## config.mk

```make
export PLATFORM = sky130hd
export DESIGN_NAME = mem_access_ctrl_flat
export DESIGN_NICKNAME = d
export VERILOG_FILES = /design/src/rtl/mem_access_ctrl_if.sv /design/src/rtl/mem_access_ctrl.sv /design/src/flat_wrapper.sv
export SDC_FILE = /design/constraint.sdc
export NUM_CORES = 1
export LEC_CHECK = 0
export ABC_AREA = 1
export CAP_MARGIN = 15
export CORE_UTILIZATION = 43
export DETAILED_ROUTE_END_ITERATION = 10
export PLACE_DENSITY_LB_ADDON = 0.12
export SYNTH_ARGS = -nofsm -noshare
export SYNTH_HDL_FRONTEND = slang
export SYNTH_SLANG_ARGS = --single-unit
```

## constraint.sdc

```tcl
create_clock -name clk -period 5 [get_ports clk]
set_clock_uncertainty 0.15 [all_clocks]
set_input_delay 0.75 -clock clk [delete_from_list [all_inputs] [get_ports clk]]
set_output_delay 0.75 -clock clk [all_outputs]
set_load 0.05 [all_outputs]
```

## src/rtl/mem_access_ctrl_if.sv

```systemverilog
// Request/response and memory-wrapper bus of mem_access_ctrl.
// The master side (PC stage, datapath, wrapper) drives requests; the slave side is the controller.
interface mem_access_ctrl_if #(
    parameter int unsigned DATA_WIDTH = 32
);
    logic                  if_req_i;
    logic [31:0]           if_addr_i;
    logic                  if_ready_o;
    logic                  if_valid_o;
    logic [DATA_WIDTH-1:0] if_instr_o;
    logic                  if_err_o;

    logic                  dm_req_i;
    logic                  dm_we_i;
    logic [31:0]           dm_addr_i;
    logic [DATA_WIDTH-1:0] dm_wdata_i;
    logic                  dm_ready_o;
    logic                  dm_valid_o;
    logic [DATA_WIDTH-1:0] dm_rdata_o;
    logic                  dm_err_o;

    logic                  mem_we_o;
    logic                  mem_sel_o;
    logic [31:0]           mem_addr_o;
    logic [DATA_WIDTH-1:0] mem_wdata_o;
    logic [DATA_WIDTH-1:0] mem_rdata_i;

    modport master (
        output if_req_i, if_addr_i,
        output dm_req_i, dm_we_i, dm_addr_i, dm_wdata_i,
        output mem_rdata_i,
        input  if_ready_o, if_valid_o, if_instr_o, if_err_o,
        input  dm_ready_o, dm_valid_o, dm_rdata_o, dm_err_o,
        input  mem_we_o, mem_sel_o, mem_addr_o, mem_wdata_o
    );

    modport slave (
        input  if_req_i, if_addr_i,
        input  dm_req_i, dm_we_i, dm_addr_i, dm_wdata_i,
        input  mem_rdata_i,
        output if_ready_o, if_valid_o, if_instr_o, if_err_o,
        output dm_ready_o, dm_valid_o, dm_rdata_o, dm_err_o,
        output mem_we_o, mem_sel_o, mem_addr_o, mem_wdata_o
    );
endinterface

```

## src/rtl/mem_access_ctrl.sv

```systemverilog
// Round-robin fetch/data arbiter that range-checks each request and issues one
// single-cycle memory access, returning a one-cycle valid (with err) to the owner.
module mem_access_ctrl #(
    parameter int unsigned DATA_WIDTH   = 32,
    parameter int unsigned MEMORY_DEPTH = 64,
    parameter logic [31:0] TEXT_BASE    = 32'h0040_0000,
    parameter logic [31:0] DATA_BASE    = 32'h1001_0000
) (
    input logic              clk,
    input logic              rst,
    mem_access_ctrl_if.slave bus
);
    typedef enum logic [1:0] {IDLE, ACCESS, RESP, ERR} state_t;

    localparam logic [31:0] SPAN = 32'(4 * MEMORY_DEPTH);

    state_t      state;
    logic        last_fetch;
    logic        cap_data;
    logic        cap_we;
    logic        grant_data;
    logic        grant_fetch;
    logic [31:0] req_addr;
    logic [31:0] req_off;
    logic        req_legal;

    // Wrapping subtraction turns below-base addresses into huge offsets, so one compare covers both sides.
    always_comb begin
        grant_data  = 1'b0;
        grant_fetch = 1'b0;
        if (state == IDLE) begin
            grant_data  = bus.dm_req_i && (!bus.if_req_i || last_fetch);
            grant_fetch = bus.if_req_i && !grant_data;
        end
        req_addr  = grant_data ? bus.dm_addr_i : bus.if_addr_i;
        req_off   = req_addr - (grant_data ? DATA_BASE : TEXT_BASE);
        req_legal = (req_off < SPAN) && (req_addr[1:0] == 2'b00);
    end

    assign bus.dm_ready_o = grant_data;
    assign bus.if_ready_o = grant_fetch;

    always_ff @(posedge clk or posedge rst) begin
        if (rst) begin
            state           <= IDLE;
            last_fetch      <= 1'b1;
            cap_data        <= 1'b0;
            cap_we          <= 1'b0;
            bus.if_valid_o  <= 1'b0;
            bus.if_err_o    <= 1'b0;
            bus.if_instr_o  <= '0;
            bus.dm_valid_o  <= 1'b0;
            bus.dm_err_o    <= 1'b0;
            bus.dm_rdata_o  <= '0;
            bus.mem_we_o    <= 1'b0;
            bus.mem_sel_o   <= 1'b0;
            bus.mem_addr_o  <= '0;
            bus.mem_wdata_o <= '0;
        end else begin
            bus.if_valid_o <= 1'b0;
            bus.if_err_o   <= 1'b0;
            bus.dm_valid_o <= 1'b0;
            bus.dm_err_o   <= 1'b0;
            bus.mem_we_o   <= 1'b0;
            unique case (state)
                IDLE: begin
                    if (grant_data || grant_fetch) begin
                        cap_data   <= grant_data;
                        cap_we     <= grant_data && bus.dm_we_i;
                        last_fetch <= grant_fetch;
                        if (req_legal) begin
                            // mem_* only move on a legal access; an error leaves them holding.
                            state           <= ACCESS;
                            bus.mem_we_o    <= grant_data && bus.dm_we_i;
                            bus.mem_sel_o   <= grant_data;
                            bus.mem_addr_o  <= req_addr;
                            bus.mem_wdata_o <= grant_data ? bus.dm_wdata_i : '0;
                        end else begin
                            state <= ERR;
                            if (grant_data) begin
                                bus.dm_valid_o <= 1'b1;
                                bus.dm_err_o   <= 1'b1;
                            end else begin
                                bus.if_valid_o <= 1'b1;
                                bus.if_err_o   <= 1'b1;
                            end
                        end
                    end
                end
                ACCESS: begin
                    state <= RESP;
                    if (cap_data) begin
                        if (!cap_we) bus.dm_rdata_o <= bus.mem_rdata_i;
                        bus.dm_valid_o <= 1'b1;
                    end else begin
                        bus.if_instr_o <= bus.mem_rdata_i;
                        bus.if_valid_o <= 1'b1;
                    end
                end
                RESP:    state <= IDLE;
                ERR:     state <= IDLE;
                default: state <= IDLE;
            endcase
        end
    end
endmodule

```

## src/flat_wrapper.sv

```systemverilog
// flat-port wrapper written by rule: the top's interface ports become plain ports
module mem_access_ctrl_flat 
#(
    parameter int unsigned DATA_WIDTH   = 32,
    parameter int unsigned MEMORY_DEPTH = 64,
    parameter logic [31:0] TEXT_BASE    = 32'h0040_0000,
    parameter logic [31:0] DATA_BASE    = 32'h1001_0000
)
  (clk, rst, bus_if_req_i, bus_if_addr_i, bus_dm_req_i, bus_dm_we_i, bus_dm_addr_i, bus_dm_wdata_i, bus_mem_rdata_i, bus_if_ready_o, bus_if_valid_o, bus_if_instr_o, bus_if_err_o, bus_dm_ready_o, bus_dm_valid_o, bus_dm_rdata_o, bus_dm_err_o, bus_mem_we_o, bus_mem_sel_o, bus_mem_addr_o, bus_mem_wdata_o);
  mem_access_ctrl_if #(.DATA_WIDTH(DATA_WIDTH)) bus_i ();
  input logic clk;
  input logic rst;
  input wire logic [$bits(bus_i.if_req_i)-1:0] bus_if_req_i;
  input wire logic [$bits(bus_i.if_addr_i)-1:0] bus_if_addr_i;
  input wire logic [$bits(bus_i.dm_req_i)-1:0] bus_dm_req_i;
  input wire logic [$bits(bus_i.dm_we_i)-1:0] bus_dm_we_i;
  input wire logic [$bits(bus_i.dm_addr_i)-1:0] bus_dm_addr_i;
  input wire logic [$bits(bus_i.dm_wdata_i)-1:0] bus_dm_wdata_i;
  input wire logic [$bits(bus_i.mem_rdata_i)-1:0] bus_mem_rdata_i;
  output wire logic [$bits(bus_i.if_ready_o)-1:0] bus_if_ready_o;
  output wire logic [$bits(bus_i.if_valid_o)-1:0] bus_if_valid_o;
  output wire logic [$bits(bus_i.if_instr_o)-1:0] bus_if_instr_o;
  output wire logic [$bits(bus_i.if_err_o)-1:0] bus_if_err_o;
  output wire logic [$bits(bus_i.dm_ready_o)-1:0] bus_dm_ready_o;
  output wire logic [$bits(bus_i.dm_valid_o)-1:0] bus_dm_valid_o;
  output wire logic [$bits(bus_i.dm_rdata_o)-1:0] bus_dm_rdata_o;
  output wire logic [$bits(bus_i.dm_err_o)-1:0] bus_dm_err_o;
  output wire logic [$bits(bus_i.mem_we_o)-1:0] bus_mem_we_o;
  output wire logic [$bits(bus_i.mem_sel_o)-1:0] bus_mem_sel_o;
  output wire logic [$bits(bus_i.mem_addr_o)-1:0] bus_mem_addr_o;
  output wire logic [$bits(bus_i.mem_wdata_o)-1:0] bus_mem_wdata_o;
  assign bus_i.if_req_i = bus_if_req_i;
  assign bus_i.if_addr_i = bus_if_addr_i;
  assign bus_i.dm_req_i = bus_dm_req_i;
  assign bus_i.dm_we_i = bus_dm_we_i;
  assign bus_i.dm_addr_i = bus_dm_addr_i;
  assign bus_i.dm_wdata_i = bus_dm_wdata_i;
  assign bus_i.mem_rdata_i = bus_mem_rdata_i;
  assign bus_if_ready_o = bus_i.if_ready_o;
  assign bus_if_valid_o = bus_i.if_valid_o;
  assign bus_if_instr_o = bus_i.if_instr_o;
  assign bus_if_err_o = bus_i.if_err_o;
  assign bus_dm_ready_o = bus_i.dm_ready_o;
  assign bus_dm_valid_o = bus_i.dm_valid_o;
  assign bus_dm_rdata_o = bus_i.dm_rdata_o;
  assign bus_dm_err_o = bus_i.dm_err_o;
  assign bus_mem_we_o = bus_i.mem_we_o;
  assign bus_mem_sel_o = bus_i.mem_sel_o;
  assign bus_mem_addr_o = bus_i.mem_addr_o;
  assign bus_mem_wdata_o = bus_i.mem_wdata_o;
  mem_access_ctrl #(.DATA_WIDTH(DATA_WIDTH), .MEMORY_DEPTH(MEMORY_DEPTH), .TEXT_BASE(TEXT_BASE), .DATA_BASE(DATA_BASE)) u_core (.clk(clk), .rst(rst), .bus(bus_i));
endmodule
```

==> impl_metrics.ini <==
[run_status]
run_status = completed

[critical_path]
critical_path.endpoint_type = output pin
cp_data_required_time_ps = 4100
critPathKind = input pin to output pin
timing.critical_path.max_delay_family = buffers and inverters
ff2ff_path_depth = 19
r2r-start = u_core.state[0]
cp_cell_sequence = clkdlybuf4s50_1, nand2_2, nand2_1, nor2_4, buf_4, clkdlybuf4s50_1
critical-path-top-cell-by-count = sky130_fd_sc_hd__clkdlybuf4s50_1
timing.rr.end = u_core.bus.mem_addr_o[23]
critical_path.max_fanout = 45
critPathMaxStageDelay_ps = 900
data_arrival_time_of_the_worst_path_ps = 3190
crit_slowest_cell = sky130_fd_sc_hd__clkdlybuf4s50_1
worst-path-buf-inv = 3
r2r_slack_ps = 1170
timing.critical_path.from_type = input pin

[yosys]
synth_top_family_by_area = simple AND/OR/NAND/NOR gates
synth-warning-count = 0
post_synth_adder_cell_area_pct = 0.1942
syn-num-nets = 954
synth_top_cells_by_count = sky130_fd_sc_hd__nand2_1 (295), sky130_fd_sc_hd__dfrtp_1 (138), sky130_fd_sc_hd__inv_1 (104), sky130_fd_sc_hd__o21ai_0 (73), sky130_fd_sc_hd__nor2_1 (56)
synth.top_cell.area_share_pct = 53.60
synth-seq-area-share_pct = 54.01
synth_ff_type = sky130_fd_sc_hd__dfrtp_1
netlist_area_um2 = 6442
postSynthAreaPerCell_um2 = 7.857
synth_xor_area_share_pct = 0
yosys_register_bits = 139
synth_mux_area_share_pct = 0
synth_top_area_cell = sky130_fd_sc_hd__dfrtp_1
synth_cell_types = 27
synth-edff-count = 0
postSynthCellCount = 820
synth_simple_gate_area_share_pct = 29.91
synth_compound_area_share_pct = 6.234
synth_async_sr_flop_share_pct = 100.0
synthMostInstantiatedCell = sky130_fd_sc_hd__nand2_1
yosys-top-cells-area = sky130_fd_sc_hd__dfrtp_1 (54%), sky130_fd_sc_hd__nand2_1 (17%), sky130_fd_sc_hd__inv_1 (6.1%)

[grt]
grt.met2_usage_pct = 39.81
grt.total_usage_pct = 23.67
grt_antenna_before_repair = 0
wire_length_of_the_first_global_routing_pass_mm = 29.27
globalRoute.totalOverflow = 0
grtUsageMet3_pct = 6.787
use_met1_pct = 29.50
globalRoute.busiestLayer = met2
first_global_vias = 5807
grt_max_degree = 95

[sta]
hold_slack_ps = 318.6
timing.final.crit_period_ps = 4089
setup_total_negative_slack_ps = 0
final-hold-violation-count = 0
setup_viol = 0
final_min_period_over_clock_period_pct = 81.79
grt_setup_unrepaired = false
max-slew-margin-rel_pct = 30.82
max_slew.worst_pin.slew_ps = 1034
finalMaxSlewViolations = 0
fmaxAchievable_mhz = 244.5

[worst_hold_path]
min_path_type = register to register
timing.hold.worst_endpoint = u_core.bus.mem_wdata_o[31]
timing.hold.worst.start = u_core.bus.mem_wdata_o[31]
worst_hold_path.num_cells = 2

[floorplan]
floorplan.die.width_um = 124.4
fp.dieH_um = 124.4
floorplan.initialDensity_pct = 44.16
floorplan_die_area_um2 = 15480
number_of_top_level_pins = 269
rows = 44
core_region_area_um2 = 14590

[drt]
first_pass_iters = 4
drt_wl_total_mm = 17.80
remaining_drc_errors = 0
avgViaCountPerCell = 4.822
drt-initial-drc-count = 312
route.detailed.wl_per_inst_um = 13.96
vias = 6148
antenna_nets_post_route = 0

[power]
max-vdd-ir-drop_mv = 0.2982
power.static_leakage_uw = 0.005007
cellPowerDensity_nw_per_um2 = 547.4
total_power_uw = 5395

[clocking]
clk_latency_ps = 410
buffer_count_from_post_cts_setup_fixing = 0
clock_tree.root_cell = sky130_fd_sc_hd__clkbuf_16
number_of_clock_buffers_inserted_by_tritoncts = 17
clock_pin_slew_of_the_registers_on_the_worst_case_setup_and_hold_paths_ps = 60
cts_hold_repair_buffers = 0
cts_tree = done
clock_tree.buffer_depth = 2
clock-sinks = 139
htree_levels = 4
ctsResizeCount = 0

[cells_and_area]
area.growth.synth_to_final_pct = 52.98
num-nets-final = 1212
final-seq-area_um2 = 3480
multi_input_comb_area_um2 = 2349
post_layout_instance_count_excluding_filler_cells = 1275
post-route-util_pct = 67.56
antenna-diode-count = 0
share_of_layout_cells_above_drive_strength_1_pct = 5.500
layout.filler_cells = 1269

[run]
max-cap-violations = 0

[placed_design]
hpwl_mm = 13.03
dp.cells = 1242
gp_routability_congestion = 0.8612
numPortBuffers = 268
flip-flops by register name, summed over array words and instances (netlist names), 2 cells and up:
| name | cells |
|---|---|
| u_core.bus.dm_rdata_o | 32 |
| u_core.bus.if_instr_o | 32 |
| u_core.bus.mem_addr_o | 32 |
| u_core.bus.mem_wdata_o | 32 |
| u_core.state | 2 |
worst min-delay path: stages (launching register included):
cell                      delay (ps)
sky130_fd_sc_hd__dfrtp_1         340
sky130_fd_sc_hd__nand2_1          50
sky130_fd_sc_hd__nand2_1          50
logic make-up (layout without fill, tap and decap cells):
kind of cell / after synthesis / after routing
simple gates: 454 / 454
compound gates: 80 / 80
buf+inv: 146 / 417
flops: 139 / 139
fa+ha+maj: 1 / 1
report_power, final:
| group | switching, uW | leakage, uW | internal [uW] |
|---|---|---|---|
| sequential | 154 | 0.00170 | 1420 |
| clock | 503 | 0.000291 | 761 |
| combinational | 1750 | 0.00301 | 807 |
| total | 2400 | 0.00501 | 2990 |
worst max-delay path by stage:
| stage | start | end | slack [ps] | depth (start not counted) |
|---|---|---|---|---|
| 2_1_floorplan | rst | u_core.bus.dm_err_o | 380 | 1 |
| 3_3_place_gp | bus_if_req_i | u_core.bus.mem_addr_o[11] | 590 | 19 |
| 3_5_place_dp | bus_if_req_i | u_core.bus.mem_addr_o[29] | 550 | 19 |
| 4_1_cts | bus_if_req_i | bus_dm_ready_o | 900 | 6 |
| 5_1_grt | bus_if_req_i | u_core.bus.mem_addr_o[20] | 600 | 21 |
| 6_report | bus_if_req_i | bus_dm_ready_o | 910 | 6 |
area by class of cell:
class | instances | area share, %
Clock inverter | 13 | 1.600
Sequential cell | 139 | 35.31
Inverter | 107 | 4.126
Clock buffer | 19 | 4.494
Multi-Input combinational cell | 535 | 23.83
Timing Repair Buffer | 278 | 28.31
Tap cell | 184 | 2.336
cells in the final DEF, fill, tap and decap left out:
cell type                         count
sky130_fd_sc_hd__clkbuf_8             1
sky130_fd_sc_hd__nand2_2              4
sky130_fd_sc_hd__nand3_2              2
sky130_fd_sc_hd__dfstp_2              1
sky130_fd_sc_hd__nor3_1               1
sky130_fd_sc_hd__nand3b_1             3
sky130_fd_sc_hd__inv_1              103
sky130_fd_sc_hd__nand2_1            294
sky130_fd_sc_hd__nand4_1             31
sky130_fd_sc_hd__dfrtp_1            138
sky130_fd_sc_hd__nor2_1              56
sky130_fd_sc_hd__inv_6                5
sky130_fd_sc_hd__or2_2                2
sky130_fd_sc_hd__clkdlybuf4s50_1    268
sky130_fd_sc_hd__clkbuf_16           17
sky130_fd_sc_hd__nand3_1             53
sky130_fd_sc_hd__nor2_4               3
sky130_fd_sc_hd__o21ai_0             73
sky130_fd_sc_hd__buf_4                8
sky130_fd_sc_hd__inv_8                1
sky130_fd_sc_hd__a21oi_1              4
sky130_fd_sc_hd__nand3_4              1
sky130_fd_sc_hd__nor2_2               4
sky130_fd_sc_hd__clkinv_1             2
sky130_fd_sc_hd__buf_16               1
sky130_fd_sc_hd__clkinvlp_4           1
sky130_fd_sc_hd__clkbuf_1             1
sky130_fd_sc_hd__clkinv_4             5
sky130_fd_sc_hd__o22ai_1              1
sky130_fd_sc_hd__o21ai_1              2
sky130_fd_sc_hd__buf_12               1
sky130_fd_sc_hd__inv_2                1
sky130_fd_sc_hd__bufinv_16            2
sky130_fd_sc_hd__ha_1                 1
through the flow:
stage	cell area, um^2	setup slack (ps)
after global placement	9228	591.5
final	9856	910.7
after floorplan	6442	377.1
after global routing	9856	596.9
after detailed placement	9228	553.3
after CTS	9828	901.7
metal layers:
metal,routed length (um),vias to the layer above
met5,0,-
met4,297,0
met3,1085,22
met2,8539,190
met1,7873,2853
li1,-,3083
Power figures use the tool's default switching activity.
